[src/rtl/ili9341_region_arbiter_if.sv]
// ili9341_region_arbiter_if: request, pixel and byte-stream signals of the ILI9341 region arbiter
// slave modport: arbiter view; master modport: clients plus SPI transmitter view.
// Per-source vectors are packed, source i at [9i+:9] (bounds) and [16i+:16] (pixels).
interface ili9341_region_arbiter_if #(
  parameter int NUM_REQ = 2
);
  logic                    initDone;
  logic [NUM_REQ-1:0]      reqValid;
  logic [9*NUM_REQ-1:0]    reqX0;
  logic [9*NUM_REQ-1:0]    reqX1;
  logic [9*NUM_REQ-1:0]    reqY0;
  logic [9*NUM_REQ-1:0]    reqY1;
  logic [NUM_REQ-1:0]      reqGrant;
  logic [NUM_REQ-1:0]      reqErr;
  logic [NUM_REQ-1:0]      reqDone;
  logic [NUM_REQ-1:0]      pixValid;
  logic [16*NUM_REQ-1:0]   pixData;
  logic [NUM_REQ-1:0]      pixReady;
  logic                    byteValid;
  logic                    byteReady;
  logic [7:0]              byteData;
  logic                    byteIsData;
  logic                    busy;
  modport slave (
    input  initDone, reqValid, reqX0, reqX1, reqY0, reqY1, pixValid, pixData, byteReady,
    output reqGrant, reqErr, reqDone, pixReady, byteValid, byteData, byteIsData, busy
  );
  modport master (
    output initDone, reqValid, reqX0, reqX1, reqY0, reqY1, pixValid, pixData, byteReady,
    input  reqGrant, reqErr, reqDone, pixReady, byteValid, byteData, byteIsData, busy
  );
endinterface

[src/rtl/ili9341_region_arbiter.sv]
// ili9341_region_arbiter: round-robin sharing of one ILI9341 SPI byte path between windowed pixel sources
// Ports: CLK_I clock; RST_I asynchronous active-low reset; bus = slave modport of ili9341_region_arbiter_if
//   (window requests with grant/err/done pulses, per-source pixel handshake, command/parameter/pixel
//   byte stream to the SPI transmitter, busy).
// Optional feature: define ILI9341_ARB_STALL_TIMEOUT_EN to abort a window whose source leaves
//   pixValid low for STALL_TIMEOUT consecutive cycles while a pixel is awaited.
module ili9341_region_arbiter #(
  parameter int NUM_REQ       = 2,
  parameter int COLS          = 240,
  parameter int ROWS          = 320,
  parameter int STALL_TIMEOUT = 1024
) (
  input logic CLK_I,
  input logic RST_I,
  ili9341_region_arbiter_if.slave bus
);
  localparam int IW = NUM_REQ > 1 ? $clog2(NUM_REQ) : 1;
  localparam logic [3:0] IDLE     = 4'd0;
  localparam logic [3:0] ARB      = 4'd1;
  localparam logic [3:0] CASET_C  = 4'd2;
  localparam logic [3:0] CASET_P  = 4'd3;
  localparam logic [3:0] PASET_C  = 4'd4;
  localparam logic [3:0] PASET_P  = 4'd5;
  localparam logic [3:0] RAMWR_C  = 4'd6;
  localparam logic [3:0] PIX_LOAD = 4'd7;
  localparam logic [3:0] PIX_HI   = 4'd8;
  localparam logic [3:0] PIX_LO   = 4'd9;
  localparam logic [3:0] DONE     = 4'd10;

  if (NUM_REQ < 1 || NUM_REQ > 8 || STALL_TIMEOUT < 1) begin : gBadParam
    $error("ili9341_region_arbiter: NUM_REQ must be 1..8 and STALL_TIMEOUT positive");
  end

  logic [3:0]         state;
  logic [IW-1:0]      gSel, rrPtr, pickIdx;
  logic               found, legal, byteAcc, pv, stallHit;
  logic [8:0]         x0r, x1r, y0r, y1r, cx0, cx1, cy0, cy1, a0, a1;
  logic [16:0]        pixCount, w, h;
  logic [1:0]         pIdx;
  logic [15:0]        pixReg, pixIn;
  logic [7:0]         prm;
  logic [NUM_REQ-1:0] gOne, pOne;

  function automatic logic [IW-1:0] nxt(input logic [IW-1:0] i);
    return (int'(i) + 1 >= NUM_REQ) ? '0 : i + 1'b1;
  endfunction

  // first pending request at or after the round-robin pointer, wrapping
  always_comb begin
    int j;
    found = 1'b0;
    pickIdx = '0;
    for (int k = 0; k < NUM_REQ; k++) begin
      j = int'(rrPtr) + k;
      j = j >= NUM_REQ ? j - NUM_REQ : j;
      if (!found && bus.reqValid[IW'(j)]) begin
        found = 1'b1;
        pickIdx = IW'(j);
      end
    end
  end

  always_comb begin
    cx0 = bus.reqX0[9*pickIdx +: 9];
    cx1 = bus.reqX1[9*pickIdx +: 9];
    cy0 = bus.reqY0[9*pickIdx +: 9];
    cy1 = bus.reqY1[9*pickIdx +: 9];
    legal = found && cx0 <= cx1 && int'(cx1) < COLS && cy0 <= cy1 && int'(cy1) < ROWS;
    w = 17'(cx1) - 17'(cx0) + 17'd1;
    h = 17'(cy1) - 17'(cy0) + 17'd1;
    pv = bus.pixValid[gSel];
    pixIn = bus.pixData[16*gSel +: 16];
    byteAcc = bus.byteValid && bus.byteReady;
    gOne = NUM_REQ'(1) << gSel;
    pOne = NUM_REQ'(1) << pickIdx;
    a0 = state == CASET_P ? x0r : y0r;
    a1 = state == CASET_P ? x1r : y1r;
    // coordinates go out big-endian as 16-bit values; only bit 8 can be set in the high byte
    prm = pIdx == 2'd0 ? {7'd0, a0[8]} : pIdx == 2'd1 ? a0[7:0] :
          pIdx == 2'd2 ? {7'd0, a1[8]} : a1[7:0];
    bus.byteValid = state inside {CASET_C, CASET_P, PASET_C, PASET_P, RAMWR_C, PIX_HI, PIX_LO};
    bus.byteIsData = state inside {CASET_P, PASET_P, PIX_HI, PIX_LO};
    bus.byteData = state == CASET_C ? 8'h2A : state == PASET_C ? 8'h2B : state == RAMWR_C ? 8'h2C :
                   state inside {CASET_P, PASET_P} ? prm : state == PIX_HI ? pixReg[15:8] :
                   state == PIX_LO ? pixReg[7:0] : 8'h00;
    bus.reqGrant = state == ARB && legal ? pOne : '0;
    bus.reqErr = state == ARB && found && !legal ? pOne : stallHit ? gOne : '0;
    bus.reqDone = state == DONE ? gOne : '0;
    bus.pixReady = state == PIX_LOAD ? gOne : '0;
    bus.busy = (state == ARB && legal) ||
               state inside {CASET_C, CASET_P, PASET_C, PASET_P, RAMWR_C, PIX_LOAD, PIX_HI, PIX_LO};
  end

`ifdef ILI9341_ARB_STALL_TIMEOUT_EN
  logic [15:0] stallCnt;
  // only PIX_LOAD can stall, so an abort never lands inside a byte handshake
  assign stallHit = state == PIX_LOAD && !pv && stallCnt == 16'(STALL_TIMEOUT - 1);
  always_ff @(posedge CLK_I or negedge RST_I) begin
    if (!RST_I) stallCnt <= '0;
    else stallCnt <= (state == PIX_LOAD && !pv && !stallHit) ? stallCnt + 16'd1 : '0;
  end
`else
  assign stallHit = 1'b0;
`endif

  always_ff @(posedge CLK_I or negedge RST_I) begin
    if (!RST_I) begin
      state <= IDLE;
      gSel <= '0;
      rrPtr <= '0;
      x0r <= '0;
      x1r <= '0;
      y0r <= '0;
      y1r <= '0;
      pixCount <= '0;
      pIdx <= '0;
      pixReg <= '0;
    end else begin
      case (state)
        IDLE: if (bus.initDone && |bus.reqValid) state <= ARB;
        ARB: begin
          gSel <= pickIdx;
          x0r <= cx0;
          x1r <= cx1;
          y0r <= cy0;
          y1r <= cy1;
          pixCount <= w * h;
          pIdx <= '0;
          if (found && !legal) rrPtr <= nxt(pickIdx);
          state <= legal ? CASET_C : IDLE;
        end
        CASET_C: if (byteAcc) state <= CASET_P;
        CASET_P: if (byteAcc) begin
          pIdx <= pIdx + 2'd1;
          if (pIdx == 2'd3) state <= PASET_C;
        end
        PASET_C: if (byteAcc) state <= PASET_P;
        PASET_P: if (byteAcc) begin
          pIdx <= pIdx + 2'd1;
          if (pIdx == 2'd3) state <= RAMWR_C;
        end
        RAMWR_C: if (byteAcc) state <= PIX_LOAD;
        PIX_LOAD: if (pv) begin
          pixReg <= pixIn;
          state <= PIX_HI;
        end else if (stallHit) begin
          rrPtr <= nxt(gSel);
          state <= IDLE;
        end
        PIX_HI: if (byteAcc) state <= PIX_LO;
        PIX_LO: if (byteAcc) begin
          pixCount <= pixCount - 17'd1;
          state <= pixCount == 17'd1 ? DONE : PIX_LOAD;
        end
        DONE: begin
          rrPtr <= nxt(gSel);
          state <= IDLE;
        end
        default: state <= IDLE;
      endcase
    end
  end
endmodule

[src/flat_wrapper.sv]
// flat-port wrapper written by rule: the top's interface ports become plain ports
module ili9341_region_arbiter_flat 
#(
  parameter int NUM_REQ       = 2,
  parameter int COLS          = 240,
  parameter int ROWS          = 320,
  parameter int STALL_TIMEOUT = 1024
)
  (CLK_I, RST_I, bus_initDone, bus_reqValid, bus_reqX0, bus_reqX1, bus_reqY0, bus_reqY1, bus_pixValid, bus_pixData, bus_byteReady, bus_reqGrant, bus_reqErr, bus_reqDone, bus_pixReady, bus_byteValid, bus_byteData, bus_byteIsData, bus_busy);
  ili9341_region_arbiter_if #(.NUM_REQ(NUM_REQ)) bus_i ();
  input logic CLK_I;
  input logic RST_I;
  input wire logic [$bits(bus_i.initDone)-1:0] bus_initDone;
  input wire logic [$bits(bus_i.reqValid)-1:0] bus_reqValid;
  input wire logic [$bits(bus_i.reqX0)-1:0] bus_reqX0;
  input wire logic [$bits(bus_i.reqX1)-1:0] bus_reqX1;
  input wire logic [$bits(bus_i.reqY0)-1:0] bus_reqY0;
  input wire logic [$bits(bus_i.reqY1)-1:0] bus_reqY1;
  input wire logic [$bits(bus_i.pixValid)-1:0] bus_pixValid;
  input wire logic [$bits(bus_i.pixData)-1:0] bus_pixData;
  input wire logic [$bits(bus_i.byteReady)-1:0] bus_byteReady;
  output wire logic [$bits(bus_i.reqGrant)-1:0] bus_reqGrant;
  output wire logic [$bits(bus_i.reqErr)-1:0] bus_reqErr;
  output wire logic [$bits(bus_i.reqDone)-1:0] bus_reqDone;
  output wire logic [$bits(bus_i.pixReady)-1:0] bus_pixReady;
  output wire logic [$bits(bus_i.byteValid)-1:0] bus_byteValid;
  output wire logic [$bits(bus_i.byteData)-1:0] bus_byteData;
  output wire logic [$bits(bus_i.byteIsData)-1:0] bus_byteIsData;
  output wire logic [$bits(bus_i.busy)-1:0] bus_busy;
  assign bus_i.initDone = bus_initDone;
  assign bus_i.reqValid = bus_reqValid;
  assign bus_i.reqX0 = bus_reqX0;
  assign bus_i.reqX1 = bus_reqX1;
  assign bus_i.reqY0 = bus_reqY0;
  assign bus_i.reqY1 = bus_reqY1;
  assign bus_i.pixValid = bus_pixValid;
  assign bus_i.pixData = bus_pixData;
  assign bus_i.byteReady = bus_byteReady;
  assign bus_reqGrant = bus_i.reqGrant;
  assign bus_reqErr = bus_i.reqErr;
  assign bus_reqDone = bus_i.reqDone;
  assign bus_pixReady = bus_i.pixReady;
  assign bus_byteValid = bus_i.byteValid;
  assign bus_byteData = bus_i.byteData;
  assign bus_byteIsData = bus_i.byteIsData;
  assign bus_busy = bus_i.busy;
  ili9341_region_arbiter #(.NUM_REQ(NUM_REQ), .COLS(COLS), .ROWS(ROWS), .STALL_TIMEOUT(STALL_TIMEOUT)) u_core (.CLK_I(CLK_I), .RST_I(RST_I), .bus(bus_i));
endmodule
[config.mk]
export PLATFORM = sky130hd
export DESIGN_NAME = ili9341_region_arbiter_flat
export DESIGN_NICKNAME = d
export VERILOG_FILES = /design/src/rtl/ili9341_region_arbiter_if.sv /design/src/rtl/ili9341_region_arbiter.sv /design/src/flat_wrapper.sv
export SDC_FILE = /design/constraint.sdc
export NUM_CORES = 1
export LEC_CHECK = 0
export CAP_MARGIN = 5
export CORE_MARGIN = 3
export CORE_UTILIZATION = 35
export DETAILED_ROUTE_END_ITERATION = 6
export DONT_BUFFER_PORTS = 1
export HOLD_SLACK_MARGIN = 0.1
export PLACE_DENSITY = 0.49
export SLEW_MARGIN = 40
export SYNTH_ARGS = -nofsm -noshare
export SYNTH_HDL_FRONTEND = slang
export SYNTH_SLANG_ARGS = --single-unit
[constraint.sdc]
create_clock -name CLK_I -period 30.1 [get_ports CLK_I]
set_clock_uncertainty 0.2 [all_clocks]
set_input_delay 6.02 -clock CLK_I [delete_from_list [all_inputs] [get_ports CLK_I]]
set_output_delay 6.02 -clock CLK_I [all_outputs]
set_load 0.02 [all_outputs]
==> results of run 1 <==
routing by layer:
metal  global-route usage, %  vias to the layer above  part of all wire [%]  wire length (um)
met5                       0                        -                 0.046                13
met4                    3.89                        2                   1.2               355
met3                    2.42                       20                   4.3              1240
met2                    31.6                      159                    48             13700
met1                    25.4                     3959                    46             13200
li1                        -                     4026                     -                 -
area by class of cell:
class,instances,share of cell area (%)
Tap cell,384,4.32
Multi-Input combinational cell,932,68.5
Clock inverter,7,0.731
Timing Repair Buffer,12,0.810
Clock buffer,9,2.02
Antenna cell,1,0.0225
Sequential cell,77,17.3
Inverter,185,6.24
worst paths after layout:
check                                      end  cells after the start  slack (ps)
setup / recovery                 bus_reqErr[0]                     11       14400
hold / removal                   u_core.y0r[5]                      2         280
setup reg to reg           u_core.pixCount[16]                     29       19920
hold reg to reg                  u_core.y0r[5]                      2         280
max in group asynchronous     u_core.pixReg[3]                      0       24390
min in group asynchronous         u_core.rrPtr                      0        5160
flip-flops by register name, summed over array words and instances, names as in the netlist, 2 cells and up:
| register | cells |
|---|---|
| u_core.x0r | 9 |
| u_core.pIdx | 2 |
| u_core.pixCount | 17 |
| u_core.x1r | 9 |
| u_core.y1r | 9 |
| u_core.y0r | 9 |
| u_core.pixReg | 16 |
| u_core.state | 4 |
through the flow:
step	std cells	hold slack, ps
finish	1607	280
global route	1607	304
CTS	1606	282
detailed placement	1590	265
global placement	1590	258
floorplan	1246	241
kinds of logic after synthesis:
logic type	count (synthesis)	synth area share [%]
AOI/OAI and AO/OA	213	12.7
xor gates and xnor gates	68	6.82
adders and majority gates	174	28.0
buffers and inverters	237	8.60
DFF	77	18.6
muxes	71	7.19
and+or+nand+nor	406	18.0
cells in the mapped netlist, drive strengths merged (7+ instances only):
master / count / area, um2
a21oi: 68 / 340
a31oi: 11 / 75.1
and2: 23 / 144
clkbuf: 46 / 173
dfrtp: 77 / 1930
fa: 96 / 1920
ha: 78 / 976
inv: 185 / 694
mux2: 16 / 180
mux2i: 54 / 541
nand2: 166 / 623
nand2b: 13 / 81.3
nand3: 13 / 65.1
nor2: 106 / 400
nor2b: 17 / 106
nor3: 21 / 105
nor4: 7 / 43.8
o21ai: 68 / 344
or2: 8 / 50.1
xnor2: 39 / 349
xor2: 23 / 220
placed cells by master, fill, tap and decap left out, types with 7 or more instances in the layout:
cell type	synthesis	final
nor3_1	21	19
and2_1	23	23
nor2_1	105	104
clkbuf_16	0	9
nor2b_1	17	17
fa_1	96	96
inv_1	185	185
xnor2_1	38	37
xor2_1	22	16
nor4_1	7	7
mux2_2	16	16
a31oi_1	10	10
nand3_1	13	13
o21ai_0	67	67
dfrtp_1	77	76
buf_4	0	12
mux2i_1	54	54
or2_2	7	7
a21oi_1	68	67
ha_1	78	78
nand2_1	166	164
nand2b_1	13	13
worst max-delay path, stage by stage:
cell and delay (ps):
nand2_4 460, mux2_2 430, ha_1 350, nand2b_1 200
o2bb2ai_1 240, nor2_1 70, a211oi_1 340, nor2b_1 100
o31ai_2 560, and3_1 310, nor2b_1 380
==> summary.md, run 1 <==
| Metric | Value |
|---|---|
| Status | `finished, final reports clean` |
| FMAX | `63.7 MHz` |
| Ys Warns | `0` |
| Placed Area | `10800 um2` |
| Port bufs | `0` |
| Fin area | `11100 um2` |
| Synthesized area | `10300 um2` |
| Sequential fraction of the synthesis area | `18.6%` |
| Synth cell types | `72` |
| Total GRT Usage | `18.6%` |
| Max_cap viols | `0` |
| DRT Wirelength | `28600 um` |
| Syn_nets | `1532` |
| Cell count after synthesis | `1246` |
| Vias in the first global route | `8351` |
| Critical path peak fanout | `39` |
| FILL cells | `3040` |
| Worst Min Path Start | `u_core.y0r[5]` |
| Num CTS Buffers | `9` |
| Final setup viols | `0` |
| Layout cells sized above 1 | `6.55%` |
| Flop and latch count out of synthesis | `77` |
| R2r startpoint | `u_core.rrPtr` |
| Final worst setup slack | `14400 ps` |
| Vias | `8166` |
| Nets | `1503` |
| DRC | `0` |
| Startpoint Class | `primary input` |
| Crit end category | `primary output` |
| Pre-CTS WS | `14320 ps` |
| Clock Path Buffers | `2` |
| WP data arrival | `9480 ps` |
| Seq. cell area | `1930 um2` |
| Post-synth ARST share | `100%` |
| Max_slew headroom | `43.8%` |
| Slew @ Worst Pin | `840 ps` |
| H-tree levels | `3` |
| Post-CTS Setup Inserts | `0` |
| Die W | `178 um` |
| Vias per inst | `5.08` |
| Final period util | `52.2%` |
| Post-CTS sizing | `0` |
| Largest net degree at the start of global routing | `78` |
| Setup_tns | `0 ps` |
| GR Overflow Total | `0` |
| WL per Instance | `17.8 um` |
| Hold buffer count at cts | `0` |
| 1st-iter DRT viols | `412` |
| # clock sinks | `77` |
| Syn-to-layout area delta | `7.55%` |
| Area of the multi-input gates | `7620 um2` |
| Chip Height | `178 um` |
| Final worst path period need | `15700 ps` |
| Site Rows | `62` |
| Core Area | `28900 um2` |
| CTS tree | `yes` |
| Final Hold Viols | `0` |
| Placer congestion estimate | `0.815` |
| Global-route wire length before repair | `46200 um` |
| Clock Latency Late Sink | `340 ps` |
| Crit Path Class | `in -> out` |
| Final slew viol count | `0` |
| Crit. Startpoint | `bus_reqValid[0]` |
| Routed Antenna Nets | `0` |
| CTS clk-pin slew, worst paths | `70 ps` |
| Syn_area_per_cell | `8.30 um2` |
| RSZ-0062 raised after global routing | `false` |
| I/O pin cnt | `131` |
| TritonRoute pass-1 iters | `5` |
| Min-Delay Path Class | `reg -> reg` |
| Initial antenna violation count | `2` |
| Initial Util | `35.7%` |
| Hpwl dp | `23000 um` |
| Post-synth EDFFs | `0` |
| Final design utilization | `38.4%` |
| Die ar. | `31700 um2` |
| CP required | `23880 ps` |
| Prevailing post-synth register cell | `dfrtp_1` |
| CTS root buf | `clkbuf_16` |
Power of run 1 is not shown: default switching activity piles up to over one toggle a cycle in this logic, so the estimate is an artifact.
==> inputs of run 2 (changes only) <==
Settings changed: PLACE_DENSITY 0.49 to 0.51.
Clock period 30.1 ns to 13.15 ns, I/O delays scaled along.
==> run 2 against run 1 <==
- cell count is 0.12% higher
- global-route usage shrank 0.50 points
- sequential share of layout area hardly changed
- design area increased by 0.15%
- die area stayed put
- register-to-register slack got worse by 17000 ps
- hold slack worse by 6.7 ps
- critical path depth increased by 18
- wire length decreased by 2.7%
- critical endpoint is now u_core.pixCount[16]
==> summary.md, run 2 (synthesis gave the netlist of run 1 again) <==
| Metric | Value |
|---|---|
| Status | `finished, final reports clean` |
| Crit-path max cell delay | `600 ps (+40 ps)` |
| Register with the most flip-flops | `u_core.pixCount` |
| Worst r2r dst | `u_core.pixCount[16]` |
| CP required | `13180 ps (-10700 ps)` |
| CTS clk-pin slew, worst paths | `60 ps (about the same)` |
| I/O pin cnt | `131 (unchanged)` |
| Worst R2R Setup Slack | `3280 ps (-16640 ps)` |
| Final period util | `88.9%` |
| Setup_tns | `0 ps (unchanged)` |
| CTS tree | `yes` |
| GR Overflow Total | `0 (unchanged)` |
| Layout cells sized above 1 | `6.53% (-0.016 points)` |
| Clock Latency Late Sink | `350 ps (about the same)` |
| Post-CTS sizing | `0 (unchanged)` |
| Hold buffer count at cts | `0 (unchanged)` |
| TritonRoute pass-1 iters | `5 (unchanged)` |
| Placer congestion estimate | `0.818 (+0.32%)` |
| Post-CTS Setup Inserts | `0 (unchanged)` |
| Port bufs | `0 (unchanged)` |
| Startpoint Class | `primary input` |
| Chip Height | `178 um (unchanged)` |
| Worst R2R Path Depth | `29 (unchanged)` |
| FMAX | `85.6 MHz` |
| Antenna Cells | `0 (-1)` |
| Vias in the first global route | `8248 (-1.2%)` |
| 1st-iter DRT viols | `517 (+25%)` |
| Max_cap viols | `0 (unchanged)` |
| CP most frequent cell | `fa_1` |
| Top flop regs | `u_core.pixCount x17, u_core.pixReg x16` |
| Die W | `178 um (unchanged)` |
| Clock Path Buffers | `2 (unchanged)` |
| Max_slew headroom | `43.1% (-0.70 points)` |
| Min-Delay Path Class | `reg -> reg` |
| Site Rows | `62 (unchanged)` |
| Routed Antenna Nets | `0 (unchanged)` |
| Most common cell after layout, fill and taps aside | `inv_1` |
| H-tree levels | `3 (unchanged)` |
| Initial Util | `35.7% (unchanged)` |
| Fin area | `11100 um2 (+0.15%)` |
| Critical-path top delay cell | `a2111oi_0` |
| Vias per inst | `5.18 (+2.0%)` |
| Largest net degree at the start of global routing | `78 (unchanged)` |
| Most frequent cells in the layout | `185 x inv_1, 164 x nand2_1, 104 x nor2_1` |
| Placed Area | `10800 um2 (about the same)` |
| Hpwl dp | `22300 um (-2.9%)` |
| Max reg flops | `17 (unchanged)` |
| DRC | `0 (unchanged)` |
| WP data arrival | `11720 ps (+2240 ps)` |
| WL per Instance | `17.3 um (-2.8%)` |
| Crit. Startpoint | `bus_reqValid[0]` |
| Final Hold Viols | `0 (unchanged)` |
| # clock sinks | `77 (unchanged)` |
| Vias | `8341 (+2.1%)` |
| Die ar. | `31700 um2 (unchanged)` |
| Crit path capture | `u_core.pixCount[16]` |
| Syn-to-layout area delta | `7.71%` |
| Hold path depth | `2 (unchanged)` |
| Critical path peak fanout | `21 (-46%)` |
| RSZ-0062 raised after global routing | `false` |
| Initial antenna violation count | `0 (-2)` |
| Crit end category | `flop` |
| Core Area | `28900 um2 (unchanged)` |
| Global-route wire length before repair | `45100 um (-2.4%)` |
| Crit Path Class | `in -> reg` |
| Nets | `1506 (+0.20%)` |
| Final worst path period need | `11690 ps` |
| CTS root buf | `clkbuf_16` |
| Num CTS Buffers | `9 (unchanged)` |
| DRT Wirelength | `27800 um (-2.7%)` |
| Final setup viols | `0 (unchanged)` |
| R2r startpoint | `u_core.rrPtr` |
| Slew @ Worst Pin | `850 ps (+10.4 ps)` |
| Final slew viol count | `0 (unchanged)` |
| Total GRT Usage | `18.1% (-0.50 points)` |
-- run 2: area by class of cell --
class	count	area (um2)
clock buffers	10	229
clock inverters	6	86.3
fillers	2994	17800
inverters	185	694
multi-input cells	932	7610
flip-flops and latches	77	1930
well taps	384	480
repair buffers	15	113
-- run 2: critical path: cells and delay by family --
family	cells	cell delay [ps]
adders and majority gates	8	3720
AOI/OAI and AO/OA	7	1920
and+or+nand+nor	6	1730
xor gates and xnor gates	2	740
buffers and inverters	5	600
muxes	1	330
-- run 2: worst min path at each step --
stage	from	to	slack (ps)
final	u_core.y1r[2]	u_core.y1r[2]	270
after global routing	u_core.y1r[8]	u_core.y1r[8]	300
after CTS	u_core.y1r[2]	u_core.y1r[2]	280
after detailed placement	u_core.y1r[2]	u_core.y1r[2]	260
after global placement	u_core.y1r[2]	u_core.y1r[2]	260
after floorplan	u_core.x1r[1]	u_core.x1r[1]	240
-- run 2: through the flow --
step           setup WS [ps]  utilization (%)  hold WS, ps  cells
5_1_grt                  873             38.5          297   1609
2_1_floorplan           1390                -          241   1246
3_3_place_gp            1030             37.2          260   1593
4_1_cts                 1260             38.4          279   1609
3_5_place_dp             896             37.3          263   1593
6_report                1460             38.5          273   1609
-- run 2: routing by layer --
metal	wire length, um	track usage, %	part of all wire [%]
met2	12800	29.5	46
met4	358	3.50	1.3
met5	0	0	0
met1	13100	25.9	47
met3	1480	2.40	5.3
Power of run 2 is left out for the same reason.
==> inputs of run 3 (changes only) <==
Settings changed: REMOVE_ABC_BUFFERS from default to 1.
==> run 3 against run 2 <==
- wire length down 1.3%
- hold slack better by 1.8 ps
- setup slack got worse by 130 ps
- sequential cell count unchanged
- via count up 0.23%
- non-clock buffer count rose by 10
- sequential share of layout area shrank 0.056 points
- design area up 0.33%
- global-route usage shrank 0.089 points
- core utilization increased by 0.13 points
- critical path type unchanged
==> summary.md, run 3 (synthesis gave the netlist of run 1 again) <==
| Metric | Value |
|---|---|
| Vias | `8360 (+0.23%)` |
| Port bufs | `0 (unchanged)` |
| Most frequent cells in the layout | `185 x inv_1, 164 x nand2_1, 103 x nor2_1` |
| Vias per inst | `5.16 (-0.39%)` |
| CP required | `13170 ps (about the same)` |
| Register with the most flip-flops | `u_core.pixCount` |
| Top flop regs | `u_core.pixCount x17, u_core.pixReg x16` |
| CTS clk-pin slew, worst paths | `60 ps (about the same)` |
| WL per Instance | `16.9 um (-1.9%)` |
| Crit Path Class | `in -> reg` |
| WP data arrival | `11840 ps (+120 ps)` |
| FILL cells | `2984 (-0.33%)` |
| Chip Height | `178 um (unchanged)` |
| Die ar. | `31700 um2 (unchanged)` |
| Routed Antenna Nets | `0 (unchanged)` |
| CTS root buf | `clkbuf_16` |
| Crit-path max cell delay | `610 ps (about the same)` |
| Antenna Cells | `0 (unchanged)` |
| Area of the multi-input gates | `7560 um2 (-0.61%)` |
| Global-route wire length before repair | `45200 um (+0.18%)` |
| Num CTS Buffers | `9 (unchanged)` |
| RSZ-0062 raised after global routing | `false` |
| Final worst path period need | `11820 ps (+132 ps)` |
| Critical path peak fanout | `23 (+9.5%)` |
| Initial Util | `35.7% (unchanged)` |
| Min-Delay Path Class | `reg -> reg` |
| Final Hold Viols | `0 (unchanged)` |
| CP most frequent cell | `fa_1` |
| FMAX | `84.6 MHz (-1.1%)` |
| Final slew viol count | `0 (unchanged)` |
| Most common cell after layout, fill and taps aside | `inv_1` |
| Crit. Startpoint | `bus_reqValid[0]` |
| Initial antenna violation count | `1 (+1)` |
| Largest net degree at the start of global routing | `78 (unchanged)` |
| DRT Wirelength | `27400 um (-1.3%)` |
| Placer congestion estimate | `0.837 (+2.4%)` |
| R2r startpoint | `u_core.rrPtr` |
| GR Overflow Total | `0 (unchanged)` |
| Site Rows | `62 (unchanged)` |
| Startpoint Class | `primary input` |
| Clock Latency Late Sink | `340 ps (about the same)` |
| Layout cells sized above 1 | `6.96% (+0.43 points)` |
| Post-CTS Setup Inserts | `0 (unchanged)` |
| Slew @ Worst Pin | `818 ps (-32.4 ps)` |
| Total GRT Usage | `18.0% (-0.089 points)` |
| 1st-iter DRT viols | `486 (-6.0%)` |
| Final setup viols | `0 (unchanged)` |
| Status | `finished, final reports clean` |
| Clock Path Buffers | `2 (unchanged)` |
| Crit end category | `flop` |
| Worst Min Path Start | `u_core.x0r[1]` |
| I/O pin cnt | `131 (unchanged)` |
| CTS tree | `yes` |
| # clock sinks | `77 (unchanged)` |
| Hold buffer count at cts | `0 (unchanged)` |
| Die W | `178 um (unchanged)` |
| Max_cap viols | `0 (unchanged)` |
| Nets | `1516 (+0.66%)` |
| Vias in the first global route | `8557 (+3.7%)` |
| Hpwl dp | `22100 um (-1.2%)` |
| Critical-path top delay cell | `a2111oi_0` |
| DRC | `0 (unchanged)` |
| Setup_tns | `0 ps (unchanged)` |
| Core Area | `28900 um2 (unchanged)` |
| Post-CTS sizing | `0 (unchanged)` |
| Final period util | `89.9% (+1.0 points)` |
| Max reg flops | `17 (unchanged)` |
| Max_slew headroom | `45.3% (+2.2 points)` |
| TritonRoute pass-1 iters | `6 (+1)` |
| Syn-to-layout area delta | `8.06%` |
| H-tree levels | `3 (unchanged)` |
| Seq. cell area | `1930 um2 (unchanged)` |
-- run 3: worst paths after layout --
check                                 endpoint  slack (ps)  cells past startpoint
max                        u_core.pixCount[16]        1330                     29
min                              u_core.x0r[1]         280                      2
max reg2reg                u_core.pixCount[16]        3160                     29
min reg2reg                      u_core.x0r[1]         280                      2
max in group asynchronous          u_core.gSel       10850                      0
min in group asynchronous      u_core.state[1]        1790                      0
-- run 3: worst max-delay path, delay by kind of cell --
family / cells / cell delay [ps]
compound gates: 8 / 2170
xor+xnor: 2 / 1040
fa+ha+maj: 8 / 3510
buf+inv: 6 / 890
mux: 1 / 320
simple gates: 4 / 1250
-- run 3: final cells by class --
| class | instances | area share (%) |
|---|---|---|
| clock buffer | 10 | 2.05 |
| clock inverter | 6 | 0.840 |
| inverter | 185 | 6.21 |
| multi-input combinational | 932 | 67.7 |
| sequential | 77 | 17.3 |
| tap | 384 | 4.30 |
| timing repair buffer | 25 | 1.68 |
-- run 3: per-stage QoR --
step | cells | area, um2 | util [%] | setup slack [ps] | hold slack [ps]
2_1_floorplan | 1194 | 10100 | - | 1180 | 241
4_1_cts | 1619 | 11200 | 38.6 | 1290 | 278
3_5_place_dp | 1603 | 10800 | 37.5 | 976 | 263
6_report | 1619 | 11200 | 38.6 | 1330 | 275
5_1_grt | 1619 | 11200 | 38.6 | 720 | 308
3_3_place_gp | 1603 | 10800 | 37.5 | 1180 | 257
-- run 3: routing by layer --
metal	track usage, %	wire length [um]
met5	0	10
met3	2.20	1310
met2	29.9	12800
met1	25.0	12800
met4	4.61	514
Power of run 3 is left out for the same reason.
